$ cat src/rtl/vga_timing_gen_if.sv
// VGA timing bundle: pixel coordinates out to the video generator, its RGB
// back in, and the registered DAC-side signals (rgb, syncs, blank, clock).
interface vga_timing_gen_if;
  logic [9:0] x;
  logic [9:0] y;
  logic [7:0] r_in;
  logic [7:0] g_in;
  logic [7:0] b_in;
  logic [7:0] vga_r;
  logic [7:0] vga_g;
  logic [7:0] vga_b;
  logic       vga_hs;
  logic       vga_vs;
  logic       vga_blank_n;
  logic       vga_sync_n;
  logic       vga_clk;
  logic       frame_start;

  modport master (
    output x, y,
    input  r_in, g_in, b_in,
    output vga_r, vga_g, vga_b,
    output vga_hs, vga_vs, vga_blank_n,
    output vga_sync_n, vga_clk, frame_start
  );

  modport slave (
    input  x, y,
    output r_in, g_in, b_in,
    input  vga_r, vga_g, vga_b,
    input  vga_hs, vga_vs, vga_blank_n,
    input  vga_sync_n, vga_clk, frame_start
  );
endinterface

$ cat src/rtl/vga_timing_gen.sv
// Pixel-timing front end: clock divider, h/v counters, registered DAC bundle.
// Ports: clk, rst (async, active-high), vga (master side of vga_timing_gen_if).
module vga_timing_gen #(
  parameter int CLK_DIV  = 2,
  parameter int H_ACTIVE = 640,
  parameter int H_FP     = 16,
  parameter int H_SYNC   = 96,
  parameter int H_BP     = 48,
  parameter int V_ACTIVE = 480,
  parameter int V_FP     = 10,
  parameter int V_SYNC   = 2,
  parameter int V_BP     = 33
) (
  input  logic             clk,
  input  logic             rst,
  vga_timing_gen_if.master vga
);
  localparam int H_TOTAL = H_ACTIVE + H_FP + H_SYNC + H_BP;
  localparam int V_TOTAL = V_ACTIVE + V_FP + V_SYNC + V_BP;
  localparam int DW      = $clog2(CLK_DIV);

  localparam logic [DW-1:0] DIV_LAST = DW'(CLK_DIV - 1);
  localparam logic [DW-1:0] DIV_HALF = DW'(CLK_DIV / 2);

  localparam logic [9:0] H_LAST = 10'(H_TOTAL - 1);
  localparam logic [9:0] V_LAST = 10'(V_TOTAL - 1);
  localparam logic [9:0] H_ACT  = 10'(H_ACTIVE);
  localparam logic [9:0] V_ACT  = 10'(V_ACTIVE);
  localparam logic [9:0] HS_BEG = 10'(H_ACTIVE + H_FP);
  localparam logic [9:0] HS_END = 10'(H_ACTIVE + H_FP + H_SYNC);
  localparam logic [9:0] VS_BEG = 10'(V_ACTIVE + V_FP);
  localparam logic [9:0] VS_END = 10'(V_ACTIVE + V_FP + V_SYNC);

  logic [DW-1:0] div_cnt;
  logic          pix_en;
  logic [9:0]    h_cnt;
  logic [9:0]    v_cnt;
  logic          active;
  logic          hs_raw;
  logic          vs_raw;

  logic [7:0]    r_q;
  logic [7:0]    g_q;
  logic [7:0]    b_q;
  logic          hs_q;
  logic          vs_q;
  logic          blank_q;

  assign pix_en = (div_cnt == DIV_LAST);

  always_ff @(posedge clk or posedge rst) begin
    if (rst) begin
      div_cnt <= '0;
    end else if (pix_en) begin
      div_cnt <= '0;
    end else begin
      div_cnt <= div_cnt + DW'(1);
    end
  end

  always_ff @(posedge clk or posedge rst) begin
    if (rst) begin
      h_cnt <= '0;
      v_cnt <= '0;
    end else if (pix_en) begin
      if (h_cnt == H_LAST) begin
        h_cnt <= '0;
        v_cnt <= (v_cnt == V_LAST) ? 10'd0 : v_cnt + 10'd1;
      end else begin
        h_cnt <= h_cnt + 10'd1;
      end
    end
  end

  assign active = (h_cnt < H_ACT) && (v_cnt < V_ACT);
  assign hs_raw = !((h_cnt >= HS_BEG) && (h_cnt < HS_END));
  assign vs_raw = !((v_cnt >= VS_BEG) && (v_cnt < VS_END));

  // Generator RGB is a multicycle path from x/y; it is only sampled here,
  // one pixel after x/y moved, which keeps rgb/sync/blank aligned.
  always_ff @(posedge clk or posedge rst) begin
    if (rst) begin
      r_q     <= '0;
      g_q     <= '0;
      b_q     <= '0;
      hs_q    <= 1'b1;
      vs_q    <= 1'b1;
      blank_q <= 1'b0;
    end else if (pix_en) begin
      r_q     <= active ? vga.r_in : 8'd0;
      g_q     <= active ? vga.g_in : 8'd0;
      b_q     <= active ? vga.b_in : 8'd0;
      hs_q    <= hs_raw;
      vs_q    <= vs_raw;
      blank_q <= active;
    end
  end

  assign vga.x           = h_cnt;
  assign vga.y           = v_cnt;
  assign vga.vga_r       = r_q;
  assign vga.vga_g       = g_q;
  assign vga.vga_b       = b_q;
  assign vga.vga_hs      = hs_q;
  assign vga.vga_vs      = vs_q;
  assign vga.vga_blank_n = blank_q;
  assign vga.vga_sync_n  = 1'b0;
  // High for the second half of the pixel so the DAC samples settled data.
  assign vga.vga_clk     = (div_cnt >= DIV_HALF);
  assign vga.frame_start = pix_en && (h_cnt == 10'd0) && (v_cnt == 10'd0);
endmodule
$ cat src/flat_wrapper.sv
// flat-port wrapper written by rule: the top's interface ports become plain ports
module vga_timing_gen_flat 
#(
  parameter int CLK_DIV  = 2,
  parameter int H_ACTIVE = 640,
  parameter int H_FP     = 16,
  parameter int H_SYNC   = 96,
  parameter int H_BP     = 48,
  parameter int V_ACTIVE = 480,
  parameter int V_FP     = 10,
  parameter int V_SYNC   = 2,
  parameter int V_BP     = 33
)
  (clk, rst, vga_x, vga_y, vga_r_in, vga_g_in, vga_b_in, vga_vga_r, vga_vga_g, vga_vga_b, vga_vga_hs, vga_vga_vs, vga_vga_blank_n, vga_vga_sync_n, vga_vga_clk, vga_frame_start);
  vga_timing_gen_if vga_i ();
  input  logic clk;
  input  logic rst;
  output wire logic [$bits(vga_i.x)-1:0] vga_x;
  output wire logic [$bits(vga_i.y)-1:0] vga_y;
  input wire logic [$bits(vga_i.r_in)-1:0] vga_r_in;
  input wire logic [$bits(vga_i.g_in)-1:0] vga_g_in;
  input wire logic [$bits(vga_i.b_in)-1:0] vga_b_in;
  output wire logic [$bits(vga_i.vga_r)-1:0] vga_vga_r;
  output wire logic [$bits(vga_i.vga_g)-1:0] vga_vga_g;
  output wire logic [$bits(vga_i.vga_b)-1:0] vga_vga_b;
  output wire logic [$bits(vga_i.vga_hs)-1:0] vga_vga_hs;
  output wire logic [$bits(vga_i.vga_vs)-1:0] vga_vga_vs;
  output wire logic [$bits(vga_i.vga_blank_n)-1:0] vga_vga_blank_n;
  output wire logic [$bits(vga_i.vga_sync_n)-1:0] vga_vga_sync_n;
  output wire logic [$bits(vga_i.vga_clk)-1:0] vga_vga_clk;
  output wire logic [$bits(vga_i.frame_start)-1:0] vga_frame_start;
  assign vga_x = vga_i.x;
  assign vga_y = vga_i.y;
  assign vga_i.r_in = vga_r_in;
  assign vga_i.g_in = vga_g_in;
  assign vga_i.b_in = vga_b_in;
  assign vga_vga_r = vga_i.vga_r;
  assign vga_vga_g = vga_i.vga_g;
  assign vga_vga_b = vga_i.vga_b;
  assign vga_vga_hs = vga_i.vga_hs;
  assign vga_vga_vs = vga_i.vga_vs;
  assign vga_vga_blank_n = vga_i.vga_blank_n;
  assign vga_vga_sync_n = vga_i.vga_sync_n;
  assign vga_vga_clk = vga_i.vga_clk;
  assign vga_frame_start = vga_i.frame_start;
  vga_timing_gen #(.CLK_DIV(CLK_DIV), .H_ACTIVE(H_ACTIVE), .H_FP(H_FP), .H_SYNC(H_SYNC), .H_BP(H_BP), .V_ACTIVE(V_ACTIVE), .V_FP(V_FP), .V_SYNC(V_SYNC), .V_BP(V_BP)) u_core (.clk(clk), .rst(rst), .vga(vga_i));
endmodule
$ cat config.mk
export PLATFORM = sky130hd
export DESIGN_NAME = vga_timing_gen_flat
export DESIGN_NICKNAME = d
export VERILOG_FILES = /design/src/rtl/vga_timing_gen_if.sv /design/src/rtl/vga_timing_gen.sv /design/src/flat_wrapper.sv
export SDC_FILE = /design/constraint.sdc
export NUM_CORES = 1
export LEC_CHECK = 0
export BUFFER_PORTS_ARGS = -buffer_cell sky130_fd_sc_hd__buf_2
export CAP_MARGIN = 0
export CORE_ASPECT_RATIO = 0.9
export CORE_MARGIN = 5
export CORE_UTILIZATION = 35
export DETAILED_ROUTE_END_ITERATION = 8
export SETUP_SLACK_MARGIN = 0.3
export SLEW_MARGIN = 10
export SYNTH_ARGS = -nofsm -noshare
export SYNTH_HDL_FRONTEND = slang
export SYNTH_SLANG_ARGS = --single-unit
$ cat constraint.sdc
create_clock -name clk -period 2.2 [get_ports clk]
set_input_delay 0.22 -clock clk [delete_from_list [all_inputs] [get_ports clk]]
set_output_delay 0.22 -clock clk [all_outputs]
set_load 0.02 [all_outputs]
==> results.toml, run 1 <==
[outcome]
outcome = "finished clean"

[cells_and_area]
layout_common_cells = "buf_2, dfrtp_1, a22o_1"
mostFrequentLayoutCell = "buf_2"
layout-drive-gt1-share_pct = 40.30
num-fill-cells = 599
finalNetCount = 297
diodes = 0
fin_area_mm2 = 0.002790
area_growth_pct = 27.50

[global_route]
grt-ovfl-total = 0
antenna_found_initial = 0
grt_usage_pct = 13.73
grt_pass1_wl_um = 8542
grt_max_degree = 34
grt_pass1_vias = 1597

[synth]
ys_seq_area_share_pct = 55.00
muxShareOfSynthArea_pct = 0.9720
synth_area_per_cell_um2 = 11.34
synth-simple-area-share_pct = 18.93
syn_nets = 223
synth_xor_xnor_area_share_pct = 4.403
synthAdderAreaFrac_pct = 2.287
ys.flop_type = "dfrtp_1"
ys_warn_count = 0
async_reset_ff_share_pct = 100.0
synth_edf_count = 0
syn_area_mm2 = 0.002188
synthDistinctLibCells = 42
synth_top_family_by_area = "simple AND/OR/NAND/NOR gates"
syn-instance-count = 193
synth_compound_area_share_pct = 13.72
ys_ff_latch = 48

[routing]
vias = 1742
wl_um = 5293
drt_iter0_drc = 68
final_antenna_net_count = 0
routed_via_density = 4.907
drt-wirelength-per-cell_um = 14.91
dr.pass1.iters = 4
drc = 0

[timing]
finalMaxSlewViolations = 0
setup_viol = 0
fmax_ghz = 0.5512
finalCritPeriodShare_pct = 82.46
relSlewSlack_pct = 53.66
hold_violations = 0
tightest_slew_ps = 694.1
setup-tns-final_ps = 0
rsz0062_at_grt = "false"
fin_crit_ps = 1814
timing.hold.ws_ps = 15.66
fin_skew_ps = 6.179

[setup_path]
cp-end-kind = "output port"
cp.required_ps = 1980
r2r_setup_slack_ps = 460
rr_worst_depth = 4
r2r-start = "u_core.vga.x[7]"
r2r-end = "u_core.vga.y[2]"
arrival_ps = 1590
path_max_fanout = 5
crit_type = "reg2out"
cp-start-kind = "flop"

[clocking]
clock_path_buffers = 2
cts_inserted_buffers = 5
hold_buffers = 0
clkTransAtPathRegs_ps = 90
numClockSinks = 48
cts_max_level = 2
root_buffer = "clkbuf_8"
cts_tree = "done"
clock_latency_ps = 300

[floorplan]
dieArea_mm2 = 0.007936
dieHeight_um = 85.02
die_w_um = 93.35
ios = 76
start_util_pct = 35.79
rows = 27
core_mm2 = 0.006115

[power]
ir_worst_vdd_v = 0.0002485
p_leak_nw = 1.375
power_density_mw_per_mm2 = 611.9

[place]
gp_congestion = 0.8152
placed_cell_area_mm2 = 0.002624
place_hpwl_um = 3746
io_buffers = 74

[worst_hold_path]
hp-class = "in2async"

[run]
drv_cap = 0
==> synth_stat cells, drive strengths merged (5+ instances only) <==
library cell	number	area (um2)
nor3	8	67.56
nand2	12	45.04
and3	5	35.03
inv	5	18.77
nor2	10	37.54
a22o	24	210.2
xnor2	7	61.31
buf	10	68.82
o21ai	7	35.03
nand3	13	70.07
nand4	8	50.05
dfrtp	46	1151
==> kinds of logic after synthesis <==
kind of cell               Yosys count
xor gates and xnor gates            11
adders and majority gates            4
other                                1
buffers and inverters               18
DFF                                 48
and+or+nand+nor                     70
muxes                                2
AOI/OAI and AO/OA                   39
==> layout make-up <==
type	instances	area [um2]	share of cell area, %
flip-flops and latches	48	1205	43.18
repair buffers	79	410.4	14.71
well taps	87	108.9	3.901
clock inverters	2	38.79	1.390
clock buffers	6	82.58	2.960
inverters	6	22.52	0.8072
multi-input cells	127	922.1	33.05
==> sequential cells by signal, indices dropped and copies added, names as in the netlist <==
name and flops:
u_core.vga.vga_r 8, u_core.vga.x 10, u_core.vga.vga_blank_n 1, u_core.vga.vga_b 8, u_core.vga.vga_g 8, u_core.vga.y 10
u_core.vga.vga_hs 1, u_core.vga.vga_vs 1, u_core.div_cnt 1
==> critical path: stages, from the launching register on <==
cell and delay, ps:
dfrtp_1 430, inv_1 130, ha_4 130, nor4b_4 200, nand4_1 120, nor2_1 140, buf_4 150
==> where the power goes <==
part | total, mW | switching [mW] | internal [mW] | leakage, nW
sequential | 0.915 | 0.0111 | 0.904 | 0.587
clock | 0.678 | 0.306 | 0.372 | 0.0614
combinational | 0.114 | 0.0674 | 0.0468 | 0.727
==> per-stage QoR <==
stage                     worst slack, ps  utilization, %  cells  power [mW]
final                               385.9           45.63    355       1.707
after floorplan                     461.9               -    193      0.9957
after CTS                           310.5           45.00    354       1.735
after detailed placement            445.8           42.91    346       1.050
after global routing                297.2           45.63    355       1.779
after global placement              510.7           42.91    346       1.049
==> routing by layer <==
layer / global-route usage [%] / share of wire (%) / wire [um] / vias up
met5: 0 / 0 / 0 / -
met4: 4.794 / 1.5 / 78 / 0
met3: 3.369 / 5.8 / 307 / 8
met2: 18.12 / 42 / 2237 / 53
met1: 21.46 / 50 / 2670 / 835
li1: - / - / - / 846
==> repair_timing <==
action | 4_1_cts | 5_1_grt
endpoints found under the setup margin | 1 | 3
buffers inserted | 0 | 1
pin swaps | 0 | 3
gates resized for setup | 1 | 7
==> worst max path at each step <==
stage | startpoint | end | slack, ps | depth (start not counted)
4_1_cts | u_core.vga.x[0] | vga_frame_start | 310 | 6
2_1_floorplan | u_core.vga.x[0] | u_core.vga.y[4] | 460 | 5
3_3_place_gp | u_core.vga.x[0] | u_core.vga.y[4] | 510 | 5
6_report | u_core.vga.x[1] | vga_frame_start | 390 | 6
3_5_place_dp | u_core.vga.x[0] | u_core.vga.y[2] | 450 | 5
5_1_grt | u_core.vga.x[1] | vga_frame_start | 300 | 6
No activity file was read; power rests on OpenSTA's default activity.
==> run 2: changes to the inputs <==
clock period = 1.9 ns   (was 2.2 ns; I/O delays follow)
==> results.toml, run 2 (same netlist as run 1, synthesis figures left out) <==
[outcome]
outcome = "finished clean"

[place]
io_buffers = 74
gp_congestion = 0.7890
place_hpwl_um = 3718

[routing]
drt-wirelength-per-cell_um = 14.81
final_antenna_net_count = 0
routed_via_density = 4.881
vias = 1845
dr.pass1.iters = 4
drt_iter0_drc = 62
drc = 0
wl_um = 5599

[power]
clkPwrFrac_pct = 35.0
p_switching_mw = 0.4379
power_mw = 1.841
pwr-share-comb_pct = 7.4
ir_worst_vdd_v = 0.0002943
p_leak_nw = 1.528
power_density_mw_per_mm2 = 600.3
pwr-share-seq_pct = 57.6
p_int_mw = 1.403
switching_share_pct = 23.78

[timing]
rsz0062_at_grt = "true"
setup_viol = 0
hold_violations = 0
fmax_ghz = 0.5965
setup-tns-final_ps = 0
finalMaxSlewViolations = 0
finalCritPeriodShare_pct = 88.23
fin_crit_ps = 1676
fin_skew_ps = 10.24

[global_route]
grt_usage_pct = 14.24
grt_pass1_wl_um = 9073
antenna_found_initial = 0
grt_max_degree = 49
grt-ovfl-total = 0
grt_pass1_vias = 1819

[cells_and_area]
finalNetCount = 320
area_growth_pct = 40.14
layout-drive-gt1-share_pct = 50.52
diodes = 0
layout_common_cells = "buf_2, dfrtp_1, a22o_1"
mostFrequentLayoutCell = "buf_2"

[clocking]
clkTransAtPathRegs_ps = 90
cts_inserted_buffers = 5
cts_tree = "done"
root_buffer = "clkbuf_8"
cts_max_level = 2
clock_latency_ps = 300
numClockSinks = 48
clock_path_buffers = 2

[setup_path]
r2r-start = "u_core.vga.x[0]"
r2r_setup_slack_ps = 240
cp.required_ps = 1710
rr_worst_depth = 6
arrival_ps = 1490
r2r-end = "u_core.vga.y[4]"
cp-end-kind = "output port"
cp-start-kind = "flop"
path_max_fanout = 4
crit_type = "reg2out"

[floorplan]
dieArea_mm2 = 0.007936
rows = 27
start_util_pct = 35.79
die_w_um = 93.35
dieHeight_um = 85.02
core_mm2 = 0.006115
ios = 76

[worst_hold_path]
hold_depth = 2
hp-start = "vga_r_in[6]"
whs_endpoint = "u_core.vga.vga_r[6]"
hp-class = "in2reg"

[run]
drv_cap = 0
-- run 2: power by group through the flow --
stage	logic, mW	registers (mW)	clock network [mW]
5_1_grt	0.152	1.06	0.709
4_1_cts	0.141	1.06	0.684
3_5_place_dp	0.139	1.08	0
6_report	0.137	1.06	0.645
3_3_place_gp	0.138	1.08	0
2_1_floorplan	0.0397	1.11	0
-- run 2: worst max-delay path, stage by stage, from the launching register on --
cell	delay [ps]
dfrtp_2	440
inv_2	70
ha_4	130
nor4b_4	180
nand4_1	110
nor2_1	110
buf_4	150
-- run 2: timing repair --
| item | CTS | global route |
|---|---|---|
| hold buffers | 1 | 0 |
| pin swaps | 6 | 7 |
| buffers inserted | 13 | 7 |
| hold endpoints to repair | 46 | 0 |
| setup endpoints to repair | 3 | 16 |
| gates resized for setup | 14 | 14 |
-- run 2: per-layer routing --
layer | wire [um] | track usage, % | up-vias | part of all wire (%)
met5 | 0 | 0 | - | 0
li1 | - | - | 893 | -
met3 | 399 | 3.014 | 10 | 7.1
met1 | 2582 | 20.42 | 874 | 46
met2 | 2511 | 20.97 | 68 | 45
met4 | 105 | 5.459 | 0 | 1.9
-- run 2: through the flow --
stage / worst slack (ps) / instance area, um2 / hold WS, ps / instances / util, %
3_5_place_dp: 256.6 / 2684 / 253.6 / 349 / 43.89
5_1_grt: 133.2 / 3067 / 83.78 / 378 / 50.15
6_report: 223.6 / 3067 / 94.61 / 378 / 50.15
3_3_place_gp: 246.1 / 2684 / 252.0 / 349 / 43.89
2_1_floorplan: 284.7 / 2217 / 318.6 / 193 / -
4_1_cts: 193.3 / 2952 / 80.91 / 371 / 48.27
-- run 2: worst max-delay path by stage --
stage               startpoint         endpoint  slack [ps]  cells past startpoint
3_3_place_gp   u_core.vga.y[5]  u_core.vga.y[2]         250                      4
5_1_grt        u_core.vga.x[0]  vga_frame_start         130                      6
6_report       u_core.vga.x[0]  vga_frame_start         220                      6
3_5_place_dp   u_core.vga.x[0]  u_core.vga.y[4]         260                      5
2_1_floorplan  u_core.vga.x[2]  u_core.vga.y[4]         280                      5
4_1_cts        u_core.vga.x[0]  vga_frame_start         190                      6
-- run 2: cell type report --
class / count / area, um2
clock buffers: 6 / 82.58
clock inverters: 2 / 13.76
fillers: 576 / 3048
inverters: 6 / 22.52
multi-input cells: 127 / 996.0
flip-flops and latches: 48 / 1217
well taps: 87 / 108.9
repair buffers: 102 / 625.6
==> run 3: changes to the inputs <==
CORE_MARGIN = 10   (was 5)
==> results.toml, run 3 (same netlist as run 1, synthesis figures left out) <==
[routing]
drc = 0
wl_um = 5737
drt-wirelength-per-cell_um = 16.25
drt_iter0_drc = 74
dr.pass1.iters = 4
vias = 1804
final_antenna_net_count = 0
routed_via_density = 5.110

[clocking]
clkTransAtPathRegs_ps = 100
root_buffer = "clkbuf_8"
cts_tree = "done"
clock_latency_ps = 310
clock_path_buffers = 2
cts_max_level = 2
cts_inserted_buffers = 5
numClockSinks = 48

[power]
p_leak_nw = 1.437
power_density_mw_per_mm2 = 668.7
ir_worst_vdd_v = 0.0003326

[setup_path]
path_cells = "buf_4 -> ha_4 -> and4_1 -> nand3_2 -> or4_1 -> nand2_1"
cp-start-kind = "flop"
arrival_ps = 1930
r2r-start = "u_core.vga.x[1]"
critical_path.top_delay_family = "simple AND/OR/NAND/NOR gates"
slowest_delay_ps = 530
cp-end-kind = "flop"
cp.required_ps = 2150
slowest_stage = "or4_1"
critical_path_buf_inv_count = 1
crit_type = "reg2reg"
startpoint = "u_core.vga.x[1]"
path_max_fanout = 6

[cells_and_area]
area_growth_pct = 34.19
ff_latch_area_mm2 = 0.001217
layout-drive-gt1-share_pct = 47.69
multi_input_area_um2 = 963.4
finalNetCount = 310
num-fill-cells = 573
diodes = 0
stdcell_count = 353
layout_common_cells = "buf_2, dfrtp_1, a22o_1"
mostFrequentLayoutCell = "buf_2"

[timing]
hold_violations = 0
fmax_ghz = 0.5931
rsz0062_at_grt = "true"
timing.hold.ws_ps = 84.09
setup-tns-final_ps = 0
setup_viol = 0
fin_crit_ps = 1686
finalMaxSlewViolations = 0
finalCritPeriodShare_pct = 88.73
fin_skew_ps = 10.12

[floorplan]
core_mm2 = 0.006081
ios = 76
rows = 27
die_w_um = 103.4
start_util_pct = 35.99
dieHeight_um = 95.02
dieArea_mm2 = 0.009820

[run]
drv_cap = 0

[place]
dp_cells = 333
place_hpwl_um = 4188
io_buffers = 74
gp_congestion = 0.7636

[worst_hold_path]
hp-start = "vga_r_in[6]"
hp-class = "in2reg"

[global_route]
antenna_found_initial = 0
grt_usage_pct = 11.79
grt-ovfl-total = 0
grt_pass1_wl_um = 9232
grt_max_degree = 29
grt_pass1_vias = 1844

[outcome]
outcome = "finished clean"
==> run 3: where the power goes <==
| part | total (mW) | internal (mW) | switching, mW |
|---|---|---|---|
| registers | 1.06 | 1.05 | 0.0136 |
| clock network | 0.765 | 0.397 | 0.368 |
| logic | 0.138 | 0.0582 | 0.0801 |
| total | 1.96 | 1.50 | 0.462 |
==> run 3: final cells by class <==
| type | count | share of cell area [%] |
|---|---|---|
| Multi-Input combinational cell | 127 | 32.81 |
| Timing Repair Buffer | 92 | 17.94 |
| Tap cell | 72 | 3.068 |
| Clock buffer | 5 | 2.343 |
| Sequential cell | 48 | 41.46 |
| Clock inverter | 3 | 1.619 |
| Inverter | 6 | 0.7669 |
==> run 3: layer usage <==
layer | GRT usage (%) | wire length [um] | up-vias
met2 | 18.04 | 2720 | 43
met5 | 0 | 0 | -
met3 | 5.568 | 453 | 3
li1 | - | - | 871
met4 | 2.083 | 30 | 0
met1 | 15.06 | 2532 | 887
==> run 3: final timing paths <==
check | endpoint | slack, ps | depth (start not counted)
worst min-delay path | u_core.vga.vga_r[6] | 80 | 2
min in group asynchronous | u_core.vga.vga_g[2] | 430 | 3
max in group asynchronous | u_core.vga.vga_hs | 890 | 4
worst min register to register | u_core.vga.vga_vs | 500 | 2
worst max register to register | u_core.vga.y[4] | 210 | 6
worst max-delay path | u_core.vga.y[4] | 210 | 6
==> run 3: what timing repair did <==
| item | 4_1_cts | 5_1_grt |
|---|---|---|
| gates resized for setup | 13 | 5 |
| hold buffers | 1 | 0 |
| pin swaps | 4 | 2 |
| endpoints found under the setup margin | 3 | 9 |
| buffers inserted | 7 | 4 |
| hold endpoints to repair | 19 | 0 |
==> run 3: stage by stage <==
step                area (um2)  power (mW)  util [%]  worst slack (ps)
global route              2937       2.063     48.29             125.0
detailed placement        2655       1.221     43.66             273.9
CTS                       2884       1.992     47.43             201.3
global placement          2655       1.219     43.66             307.3
floorplan                 2217       1.153         -             284.7
finish                    2937       1.964     48.29             214.0
==> run 3: worst reg2reg max path, cell delays in order, from the launching register on <==
cell     delay, ps
dfrtp_2        380
buf_4          140
ha_4           140
and4_1         230
nand3_2        130
or4_1          530
nand2_1         80
